$ cat config.mk
export PLATFORM = sky130hd
export DESIGN_NAME = cpu_branch_predictor_flat
export DESIGN_NICKNAME = d
export VERILOG_FILES = /design/src/rtl/cpu_branch_predictor_if.sv /design/src/rtl/cpu_branch_predictor.sv /design/src/flat_wrapper.sv
export SDC_FILE = /design/constraint.sdc
export NUM_CORES = 2
export LEC_CHECK = 0
export CAP_MARGIN = 0
export CORE_MARGIN = 3
export CORE_UTILIZATION = 50
export CTS_CLUSTER_SIZE = 8
export DETAILED_ROUTE_END_ITERATION = 10
export GPL_TIMING_DRIVEN = 0
export PLACE_DENSITY = 0.68
export SYNTH_ARGS = -nofsm -noshare
export SYNTH_HDL_FRONTEND = slang
export SYNTH_SLANG_ARGS = --single-unit
$ cat constraint.sdc
create_clock -name clk -period 7 [get_ports clk]
set_clock_uncertainty 0.15 [all_clocks]
set_input_delay 1.05 -clock clk [delete_from_list [all_inputs] [get_ports clk]]
set_output_delay 1.05 -clock clk [all_outputs]
set_load 0.01 [all_outputs]
$ cat src/rtl/cpu_branch_predictor_if.sv
// Fetch/execute bundle between the CPU pipeline (master) and the branch predictor (slave).
// Carries the fetch lookup, the execute-stage resolution inputs and the performance counters.
interface cpu_branch_predictor_if #(
    parameter int CNT_W = 32
);
    logic [31:0]      f_pc;
    logic             f_pred_taken;
    logic [31:0]      f_pred_next_pc;
    logic             ex_valid;
    logic [31:0]      ex_pc;
    logic             ex_jump;
    logic             ex_branch;
    logic [2:0]       ex_branch_cond;
    logic [31:0]      ex_target;
    logic             alu_carry;
    logic             alu_overflow;
    logic             alu_zero;
    logic             alu_neg;
    logic             ex_pred_taken;
    logic [31:0]      ex_pred_next_pc;
    logic             ex_mispredict;
    logic [31:0]      ex_redirect_pc;
    logic             ex_taken;
    logic [CNT_W-1:0] br_count;
    logic [CNT_W-1:0] mispred_count;

    modport master (
        output f_pc, ex_valid, ex_pc, ex_jump, ex_branch, ex_branch_cond, ex_target,
               alu_carry, alu_overflow, alu_zero, alu_neg, ex_pred_taken, ex_pred_next_pc,
        input  f_pred_taken, f_pred_next_pc, ex_mispredict, ex_redirect_pc, ex_taken,
               br_count, mispred_count
    );

    modport slave (
        input  f_pc, ex_valid, ex_pc, ex_jump, ex_branch, ex_branch_cond, ex_target,
               alu_carry, alu_overflow, alu_zero, alu_neg, ex_pred_taken, ex_pred_next_pc,
        output f_pred_taken, f_pred_next_pc, ex_mispredict, ex_redirect_pc, ex_taken,
               br_count, mispred_count
    );
endinterface

$ cat src/rtl/cpu_branch_predictor.sv
// Direct-mapped BTB with 2-bit direction counters for fetch-time prediction, plus the
// execute-time branch resolver that detects mispredictions, redirects and trains the table.
module cpu_branch_predictor #(
    parameter int ENTRIES = 16,
    parameter int CNT_W   = 32
) (
    input  logic                  clk,
    input  logic                  rst_n,
    cpu_branch_predictor_if.slave bp
);
    localparam int IDX_W = $clog2(ENTRIES);
    localparam int TAG_W = 30 - IDX_W;
    localparam logic [CNT_W-1:0] CNT_ONE = {{(CNT_W-1){1'b0}}, 1'b1};
    localparam logic [CNT_W-1:0] CNT_MAX = {CNT_W{1'b1}};

    logic [ENTRIES-1:0] valid_q;
    logic [ENTRIES-1:0] jump_q;
    logic [TAG_W-1:0]   tag_q    [ENTRIES];
    logic [31:0]        target_q [ENTRIES];
    logic [1:0]         ctr_q    [ENTRIES];
    logic [CNT_W-1:0]   br_cnt_q,  br_cnt_d;
    logic [CNT_W-1:0]   mis_cnt_q, mis_cnt_d;

    logic [IDX_W-1:0]   f_idx_s, ex_idx_s;
    logic [TAG_W-1:0]   f_tag_s, ex_tag_s;
    logic               f_hit_s, ex_hit_s, is_br_s, cond_s;
    logic               ex_taken_s, ex_mis_s;
    logic [31:0]        ex_pc4_s, actual_s;

    logic               ent_we_s;
    logic               ent_valid_d, ent_jump_d;
    logic [TAG_W-1:0]   ent_tag_d;
    logic [31:0]        ent_target_d;
    logic [1:0]         ent_ctr_d;

    function automatic logic eval_cond(input logic [2:0] cond, input logic c, input logic v,
                                       input logic z, input logic n);
        logic r;
        case (cond)
            3'b000:  r = z;
            3'b001:  r = !z;
            3'b100:  r = n ^ v;
            3'b101:  r = !(n ^ v);
            3'b110:  r = !c;
            3'b111:  r = c;
            default: r = 1'b0;
        endcase
        return r;
    endfunction

    function automatic logic [1:0] sat_ctr(input logic [1:0] ctr, input logic up);
        logic [1:0] r;
        if (up) begin
            r = (ctr == 2'b11) ? 2'b11 : ctr + 2'b01;
        end else begin
            r = (ctr == 2'b00) ? 2'b00 : ctr - 2'b01;
        end
        return r;
    endfunction

    assign f_idx_s  = bp.f_pc[IDX_W+1:2];
    assign f_tag_s  = bp.f_pc[31:IDX_W+2];
    assign ex_idx_s = bp.ex_pc[IDX_W+1:2];
    assign ex_tag_s = bp.ex_pc[31:IDX_W+2];
    assign ex_pc4_s = bp.ex_pc + 32'd4;
    assign is_br_s  = bp.ex_branch | bp.ex_jump;
    assign cond_s   = eval_cond(bp.ex_branch_cond, bp.alu_carry, bp.alu_overflow,
                                bp.alu_zero, bp.alu_neg);

    // Fetch lookup: reads pre-update table contents, no bypass from the execute write.
    always_comb begin
        f_hit_s           = valid_q[f_idx_s] && (tag_q[f_idx_s] == f_tag_s);
        bp.f_pred_taken   = f_hit_s && (jump_q[f_idx_s] || ctr_q[f_idx_s][1]);
        bp.f_pred_next_pc = bp.f_pred_taken ? target_q[f_idx_s] : bp.f_pc + 32'd4;
    end

    // Execute resolution: a jump wins over a simultaneous branch flag.
    always_comb begin
        ex_taken_s = 1'b0;
        actual_s   = ex_pc4_s;
        ex_mis_s   = 1'b0;
        if (bp.ex_valid) begin
            ex_taken_s = bp.ex_jump | (bp.ex_branch & cond_s);
            actual_s   = ex_taken_s ? bp.ex_target : ex_pc4_s;
            ex_mis_s   = (actual_s != bp.ex_pred_next_pc);
        end else begin
            ex_taken_s = 1'b0;
        end
        bp.ex_taken       = ex_taken_s;
        bp.ex_mispredict  = ex_mis_s;
        bp.ex_redirect_pc = actual_s;
    end

    // Training: next contents of the entry addressed by ex_pc and the counter next-states.
    always_comb begin
        ex_hit_s     = valid_q[ex_idx_s] && (tag_q[ex_idx_s] == ex_tag_s);
        ent_we_s     = 1'b0;
        ent_valid_d  = valid_q[ex_idx_s];
        ent_jump_d   = jump_q[ex_idx_s];
        ent_tag_d    = ex_tag_s;
        ent_target_d = target_q[ex_idx_s];
        ent_ctr_d    = ctr_q[ex_idx_s];
        if (bp.ex_valid && is_br_s) begin
            if (ex_hit_s) begin
                ent_we_s     = 1'b1;
                ent_valid_d  = 1'b1;
                ent_target_d = bp.ex_target;
                ent_jump_d   = bp.ex_jump;
                ent_ctr_d    = sat_ctr(ctr_q[ex_idx_s], ex_taken_s);
            end else if (ex_taken_s) begin
                ent_we_s     = 1'b1;
                ent_valid_d  = 1'b1;
                ent_target_d = bp.ex_target;
                ent_jump_d   = bp.ex_jump;
                ent_ctr_d    = 2'b10;
            end else begin
                ent_we_s     = 1'b0;
            end
        end else if (bp.ex_valid && ex_hit_s) begin
            // Non-branch sitting on a stale entry: drop it so it stops redirecting fetch.
            ent_we_s    = 1'b1;
            ent_valid_d = 1'b0;
        end else begin
            ent_we_s    = 1'b0;
        end
        br_cnt_d  = (bp.ex_valid && is_br_s && (br_cnt_q != CNT_MAX)) ? br_cnt_q + CNT_ONE
                                                                        : br_cnt_q;
        mis_cnt_d = (ex_mis_s && (mis_cnt_q != CNT_MAX)) ? mis_cnt_q + CNT_ONE : mis_cnt_q;
    end

    // Table and performance-counter state.
    always_ff @(posedge clk or negedge rst_n) begin
        if (!rst_n) begin
            valid_q   <= '0;
            jump_q    <= '0;
            br_cnt_q  <= '0;
            mis_cnt_q <= '0;
            for (int i = 0; i < ENTRIES; i++) begin
                tag_q[i]    <= '0;
                target_q[i] <= 32'd0;
                ctr_q[i]    <= 2'b01;
            end
        end else begin
            br_cnt_q  <= br_cnt_d;
            mis_cnt_q <= mis_cnt_d;
            if (ent_we_s) begin
                valid_q[ex_idx_s]  <= ent_valid_d;
                jump_q[ex_idx_s]   <= ent_jump_d;
                tag_q[ex_idx_s]    <= ent_tag_d;
                target_q[ex_idx_s] <= ent_target_d;
                ctr_q[ex_idx_s]    <= ent_ctr_d;
            end
        end
    end

    assign bp.br_count      = br_cnt_q;
    assign bp.mispred_count = mis_cnt_q;
endmodule
$ cat src/flat_wrapper.sv
// flat-port wrapper written by rule: the top's interface ports become plain ports
module cpu_branch_predictor_flat 
#(
    parameter int ENTRIES = 16,
    parameter int CNT_W   = 32
)
  (clk, rst_n, bp_f_pc, bp_ex_valid, bp_ex_pc, bp_ex_jump, bp_ex_branch, bp_ex_branch_cond, bp_ex_target, bp_alu_carry, bp_alu_overflow, bp_alu_zero, bp_alu_neg, bp_ex_pred_taken, bp_ex_pred_next_pc, bp_f_pred_taken, bp_f_pred_next_pc, bp_ex_mispredict, bp_ex_redirect_pc, bp_ex_taken, bp_br_count, bp_mispred_count);
  cpu_branch_predictor_if #(.CNT_W(CNT_W)) bp_i ();
  input  logic clk;
  input  logic rst_n;
  input wire logic [$bits(bp_i.f_pc)-1:0] bp_f_pc;
  input wire logic [$bits(bp_i.ex_valid)-1:0] bp_ex_valid;
  input wire logic [$bits(bp_i.ex_pc)-1:0] bp_ex_pc;
  input wire logic [$bits(bp_i.ex_jump)-1:0] bp_ex_jump;
  input wire logic [$bits(bp_i.ex_branch)-1:0] bp_ex_branch;
  input wire logic [$bits(bp_i.ex_branch_cond)-1:0] bp_ex_branch_cond;
  input wire logic [$bits(bp_i.ex_target)-1:0] bp_ex_target;
  input wire logic [$bits(bp_i.alu_carry)-1:0] bp_alu_carry;
  input wire logic [$bits(bp_i.alu_overflow)-1:0] bp_alu_overflow;
  input wire logic [$bits(bp_i.alu_zero)-1:0] bp_alu_zero;
  input wire logic [$bits(bp_i.alu_neg)-1:0] bp_alu_neg;
  input wire logic [$bits(bp_i.ex_pred_taken)-1:0] bp_ex_pred_taken;
  input wire logic [$bits(bp_i.ex_pred_next_pc)-1:0] bp_ex_pred_next_pc;
  output wire logic [$bits(bp_i.f_pred_taken)-1:0] bp_f_pred_taken;
  output wire logic [$bits(bp_i.f_pred_next_pc)-1:0] bp_f_pred_next_pc;
  output wire logic [$bits(bp_i.ex_mispredict)-1:0] bp_ex_mispredict;
  output wire logic [$bits(bp_i.ex_redirect_pc)-1:0] bp_ex_redirect_pc;
  output wire logic [$bits(bp_i.ex_taken)-1:0] bp_ex_taken;
  output wire logic [$bits(bp_i.br_count)-1:0] bp_br_count;
  output wire logic [$bits(bp_i.mispred_count)-1:0] bp_mispred_count;
  assign bp_i.f_pc = bp_f_pc;
  assign bp_i.ex_valid = bp_ex_valid;
  assign bp_i.ex_pc = bp_ex_pc;
  assign bp_i.ex_jump = bp_ex_jump;
  assign bp_i.ex_branch = bp_ex_branch;
  assign bp_i.ex_branch_cond = bp_ex_branch_cond;
  assign bp_i.ex_target = bp_ex_target;
  assign bp_i.alu_carry = bp_alu_carry;
  assign bp_i.alu_overflow = bp_alu_overflow;
  assign bp_i.alu_zero = bp_alu_zero;
  assign bp_i.alu_neg = bp_alu_neg;
  assign bp_i.ex_pred_taken = bp_ex_pred_taken;
  assign bp_i.ex_pred_next_pc = bp_ex_pred_next_pc;
  assign bp_f_pred_taken = bp_i.f_pred_taken;
  assign bp_f_pred_next_pc = bp_i.f_pred_next_pc;
  assign bp_ex_mispredict = bp_i.ex_mispredict;
  assign bp_ex_redirect_pc = bp_i.ex_redirect_pc;
  assign bp_ex_taken = bp_i.ex_taken;
  assign bp_br_count = bp_i.br_count;
  assign bp_mispred_count = bp_i.mispred_count;
  cpu_branch_predictor #(.ENTRIES(ENTRIES), .CNT_W(CNT_W)) u_core (.clk(clk), .rst_n(rst_n), .bp(bp_i));
endmodule
-- After elaboration in Yosys (flattened, before gate mapping)
Cells that the tools add are included.
W data, S select, Z words.
- memory bits (read-only): 0
- bits in writable memories: 0
- bits in latches: 0
- memories: 0
- register bits after elaboration: 1056
- word-level logic and storage cells: 161
- add/sub/neg operators: 6
- eq/ne operators: 11
- reduce and logical (&&, ||, !) cells: 15
- div/mod/pow operators: 0
- order comparisons: 6
- multiply operators: 0
- muxes and demuxes: 65
- shift-type cells: 0
- bitwise logic cells: 6
- operator list (cell ; count):
    $bwmux W512 ; 1
    $bwmux W416 ; 1
    $mux W32 ; 11
    $bmux W32 S4 ; 2
    $bmux W26 S4 ; 2
    $mux W26 ; 5
    $demux W32 S4 ; 1
    $demux W26 S4 ; 1
    $add A32 B1 Y32 const B ; 2
    $add A32 B3 Y32 const B ; 2
    $ne A32 B32 Y1 const B ; 2
    $eq A26 B26 Y1 ; 2
    $bwmux W16 ; 2
    $bwmux W32 ; 1
    $ne A32 B32 Y1 ; 1
    $mux W2 ; 11
    $mux W1 ; 18
    $bmux W1 S4 ; 4
    $bmux W2 S4 ; 2
    $eq A3 B3 Y1 const B ; 4
    $ge A5 B5 Y1 const B ; 2
    $lt A4 B5 Y1 const B ; 2
    $not A4 Y5 ; 2
    $logic_and A1 B1 Y1 ; 9
    other kinds (16) ; 19

-- Longest topological paths before layout
- word-level depth: 10
- depth in mapped cells: 17
- mapped depth without buffers: 11

-- Worst setup path before layout
OpenSTA, ideal clock, no wires.
- path type: input -> output
- start: input bp_ex_pc[2]
- end: output bp_ex_mispredict
- cell stages on the path: 16
- arrival: 4583 ps
- path slack: 1217 ps
- data required time: 5800 ps
- path buffers: 6
- cell sequence: buf_4 > buf_6 > buf_4 > buf_2 > buf_2 > inv_1 > ha_1 > xor2_1 > nor3_1 > o221ai_1 > o21ai_0 > nand3_1 > or4b_2 > nor4_2 > buf_2 > nor2b_1
- word-level cells in the longest chain between the ends: 4
- RTL lines (item ; RTL line ; RTL):
    start, declared ; flat_wrapper.sv:13 ; input wire logic [$bits(bp_i.ex_pc)-1:0] bp_ex_pc;
    $add A32 B3 Y32 ; cpu_branch_predictor.sv:65 ; assign ex_pc4_s = bp.ex_pc + 32'd4;
    $mux W32 ; cpu_branch_predictor.sv:84 ; actual_s = ex_taken_s ? bp.ex_target : ex_pc4_s;
    $ne A32 B32 Y1 ; cpu_branch_predictor.sv:85 ; ex_mis_s = (actual_s != bp.ex_pred_next_pc);
    $mux W1 ; cpu_branch_predictor.sv:82 ; if (bp.ex_valid) begin
    end, declared ; flat_wrapper.sv:26 ; output wire logic [$bits(bp_i.ex_mispredict)-1:0] bp_ex_mispredict;
No other way between the ends.

-- Worst setup path after layout
- start: input bp_ex_pc[2]
- end: register u_core.tag_q[22] (netlist bit)
- word-level cells in the longest chain between the ends: 9
- elaborated cells between the ends (all ways): 18
- those cells by class: order compare (2); eq/ne (1); mux (11); bitwise (1); reduce/logical (3)
- RTL lines (item ; RTL line ; RTL):
    $not A4 Y5 (implied by the code) ; cpu_branch_predictor.sv:96, cpu_branch_predictor.sv:149 ;
    $bmux W26 S4 ; cpu_branch_predictor.sv:96 ; ex_hit_s = valid_q[ex_idx_s] && (tag_q[ex_idx_s] == ex_tag_s);
    $mux W26 (implied by the code) (2 in series) ; cpu_branch_predictor.sv:96 ;
    $eq A26 B26 Y1 ; cpu_branch_predictor.sv:96 ;
    $logic_and A1 B1 Y1 ; cpu_branch_predictor.sv:96 ;
    $logic_and A1 B1 Y1 ; cpu_branch_predictor.sv:119 ; end else if (bp.ex_valid && ex_hit_s) begin
    $mux W1 ; cpu_branch_predictor.sv:119 ;
    $mux W1 ; cpu_branch_predictor.sv:103 ; if (bp.ex_valid && is_br_s) begin
    end signal, assigned by index ; cpu_branch_predictor.sv:149 ; tag_q[ex_idx_s] <= ent_tag_d;
    end, declared ; cpu_branch_predictor.sv:18 ; logic [TAG_W-1:0] tag_q [ENTRIES];
Parallel ways exist; a longest one is shown, timed or not. The select of a mux whose other input is x is not followed.
A chain may end at the register's enable or synchronous reset.

==> results.md <==
* Total number of vias at 41600
* Crit path max-delay family: buffers and inverters
* WP data arrival at 7.55 ns
* Period minus WS final at 7.07 ns
* Placed cell area at 63400 um2
* P&R area growth vs syn at 15.9%
* Yosys reg bits at 1056
* Worst Slack Setup Final at -0.0740 ns
* Post-synthesis mux area share at 42.7%
* CP max FO at 10
* Final Setup Violations at 21
* Adder-Cell Fraction of Synth Area at 0.183%
* Number of library cell types mapped by synthesis at 76
* Fin. Hold Viols at 0
* Synth Instances at 3971
* Die Wd at 349 um
* Vias/cell at 6.98
* Async set-reset flop share out of synthesis at 100%
* Die ar. at 122000 um2
* Max stage delay on crit path at 0.72 ns
* Dpl ws at -2.58 ns
* Fillers at 9302
* Max Slew Vio Count at 0
* Hold crit path type: input port to async pin
* Worst-Skew Late Latency at 0.77 ns
* Cell Chain, Critical Path: clkdlybuf4s15_2 > buf_4 > buf_6 > buf_4 > buf_2 > mux2i_1 > a22oi_1 > nand2_1 > xnor2_1 > o41ai_1 > nand3_1 > nor4_4 > nand2b_1 > buf_2 > nand4_1 > clkbuf_1 > mux2_2
* IO Count at 272
* Maxcap violations at 0
* First-pass GRT wire length at 315000 um
* WL/cell at 37.5 um
* Clk pin slew, worst setup/hold paths at 0.05 ns
* CTS Buffer Depth at 3
* Leak Pwr at 29.6 nW
* Row Count at 125
* Antenna violations before repair at 15
* Final setup TNS at -1.08 ns
* Seq/Total Area, Yosys at 45.0%
* Initial DRC count at 5702
* CP max-delay cell: clkbuf_1
* DRT antenna net count at 0
* IO buf count at 255
* Compound-Gate Fraction of Synth Area at 2.17%
* Layout cells sized above 1 at 38.3%
* Drt first pass iters at 6
* Netlist Area Pre-Place at 58700 um2
* Pwr dens at 288 nW/um2
* TritonCTS clock tree: done
* Cells after DPL at 5759
* Final Instance Area at 68000 um2
* Fin cells at 5963
* Vias in the first global route at 42000
* Worst vdd ir at 256 uV
* Slew headroom at 1.46%
* Chip Height at 349 um
* Worst path buffer plus inverter count at 7
* Post-synth top area cell: dfrtp_1
* Drc violations at 0
* Nets at 4554
* Top cell type's share of synthesized area at 44.3%
* Largest net degree at the start of global routing at 177
* Final GP Congestion at 1.04
* Largest family of logic cells by synthesized area: multiplexers
* Slew @ Worst Pin at 1.48 ns
* Synthesized area per cell at 14.8 um2
* Main flop type after synthesis: dfrtp_1
* Total Routing Usage GR at 36.9%
* RSZ-0062 raised after global routing: yes
* Core area at 116000 um2
* Tcrit/Tclk final at 101%
* Post-synth EDFFs at 0
* H-tree depth at 4
* CP Capture Type: flop
* Starting Density at 50.5%
* Top cells by area, synth: dfrtp_1 44%, mux4_2 21%, mux2_2 14%
* Failing checks: negative setup slack
* Drt total wl at 224000 um
* Clk sinks at 1056
* CTS Buf Count at 150
* Status: complete, but fails checks
* WP data required at 7.48 ns
* Xor/xnor share of the synthesized area at 3.04%
* GR Overflow Total at 0
* Yosys warning total at 0
* Syn Nets at 4119
* Final HPWL DP at 157000 um
* Simple-gate share of the synthesized area at 4.00%
* Critical path class: input port to flop
* CP Launch Type: input port
* Root buffer cell: clkbuf_16
* FMAX at 141 MHz
-- cell usage in the layout, fill, tap and decap left out, types with 34 or more instances in the layout --
master,netlist,routed
nor2_1,78,74
a22oi_1,36,36
mux4_2,540,540
clkbuf_16,0,152
a21oi_1,40,39
nand3_1,56,55
buf_4,13,34
clkdlybuf4s50_1,0,248
mux2_2,750,750
nand4_1,53,53
buf_2,76,77
xnor2_1,119,119
xor2_1,82,80
mux2_1,308,308
clkbuf_1,231,204
nand2_1,89,89
mux2i_1,101,101
dfrtp_1,1040,1040
-- kinds of logic (layout without fill, tap and decap cells) --
family / Yosys count / count (layout)
XOR/XNOR: 202 / 202
AO/OA/AOI/OAI: 188 / 188
flip-flops: 1056 / 1056
other: 0 / 8
adder cells (fa/ha/maj): 9 / 9
buffers and inverters: 400 / 860
multiplexers: 1699 / 1699
AND/OR/NAND/NOR: 417 / 417
-- synthesized netlist by cell type, drive strengths merged, types with 4 or more instances --
master / number
nand3: 57
or4: 5
nor2: 78
a22oi: 36
mux4: 540
inv: 30
mux2: 1058
nand2b: 6
a22o: 7
o211ai: 5
nor3b: 5
nor3: 29
buf: 139
o21ai: 30
and4: 10
a211oi: 4
and2: 10
o22ai: 17
ha: 7
a31oi: 7
dfrtp: 1040
clkbuf: 231
nand3b: 6
nor4b: 4
mux2i: 101
nand2: 89
a221oi: 5
and3: 20
dfstp: 16
nor4: 17
nor2b: 6
nand4: 63
xnor2: 119
a21oi: 41
xor2: 82
o2bb2ai: 4
-- worst register-to-register path, cell delays in order, from the launching register on --
cell	delay, ns
dfrtp_1	0.39
mux4_2	0.49
mux4_2	0.47
xnor2_1	0.49
nand4_1	0.21
or4_1	0.59
nor4_4	0.54
nand2b_1	0.19
buf_2	0.19
nand4_1	0.68
clkbuf_1	0.72
mux2_2	0.49
-- worst paths after layout --
| path | from | end | slack [ns] | cells after the start |
|---|---|---|---|---|
| worst max-delay path | bp_ex_pc[2] | u_core.tag_q[22]$_DFFE_PN0P_ | -0.07 | 17 |
| worst min-delay path | rst_n | u_core.tag_q[88]$_DFFE_PN0P_ | 0.1 | 1 |
| worst max register to register | u_core.tag_q[217]$_DFFE_PN0P_ | u_core.tag_q[22]$_DFFE_PN0P_ | 1.28 | 11 |
| worst min register to register | u_core.bp.mispred_count[8]$_DFFE_PN0P_ | u_core.bp.mispred_count[8]$_DFFE_PN0P_ | 0.33 | 1 |
| max in group asynchronous | rst_n | u_core.target_q[407]$_DFFE_PN0P_ | 4.49 | 3 |
| min in group clk | u_core.bp.mispred_count[8]$_DFFE_PN0P_ | u_core.bp.mispred_count[8]$_DFFE_PN0P_ | 0.33 | 1 |
-- power by group --
group          switching [mW]  internal, mW
logic                    2.13          2.51
registers               0.944          7.37
clock network            2.78          3.89
-- what timing repair did --
item	CTS	global route
pin swaps	4	2
resized for setup	120	22
buffers inserted	17	1
hold buffers	0	0
setup endpoints to repair	1055	207
endpoints found under the hold margin	0	0
-- cell type report --
cell class | count | area [um2] | share of cell area, %
Multi-Input combinational cell | 2515 | 30700 | 45.1
Sequential cell | 1056 | 26400 | 38.9
Inverter | 30 | 113 | 0.166
Tap cell | 1524 | 1910 | 2.80
Clock inverter | 12 | 208 | 0.305
Timing Repair Buffer | 285 | 2950 | 4.34
Buffer | 368 | 1790 | 2.63
Antenna cell | 8 | 20.0 | 0.0294
Clock buffer | 165 | 3880 | 5.71
-- routing by layer --
| layer | GRT usage (%) | routed length [um] | part of all wire [%] | vias to the layer above |
|---|---|---|---|---|
| li1 | - | - | - | 16200 |
| met1 | 49.0 | 85400 | 38 | 22100 |
| met2 | 52.7 | 94900 | 42 | 2719 |
| met3 | 14.2 | 29400 | 13 | 665 |
| met4 | 19.7 | 14000 | 6.2 | 10 |
| met5 | 0 | 55 | 0.025 | - |
-- registers in the layout, indices dropped and copies added, names as in the netlist --
name	cells
u_core.bp.br_count	32
u_core.tag_q	416
u_core.bp.mispred_count	32
u_core.valid_q	16
u_core.target_q	512
u_core.jump_q	16
u_core.ctr_q	32
-- stage by stage --
step | power (mW) | util, % | hold WS, ns
final | 19.6 | 58.5 | 0.0977
after global routing | 20.3 | 58.4 | 0.181
after CTS | 19.6 | 58.4 | 0.158
after detailed placement | 12.9 | 54.5 | 0.325
after global placement | 12.8 | 54.3 | 0.327
after floorplan | 11.1 | - | 0.325
No activity file was read; power rests on OpenSTA's default activity.
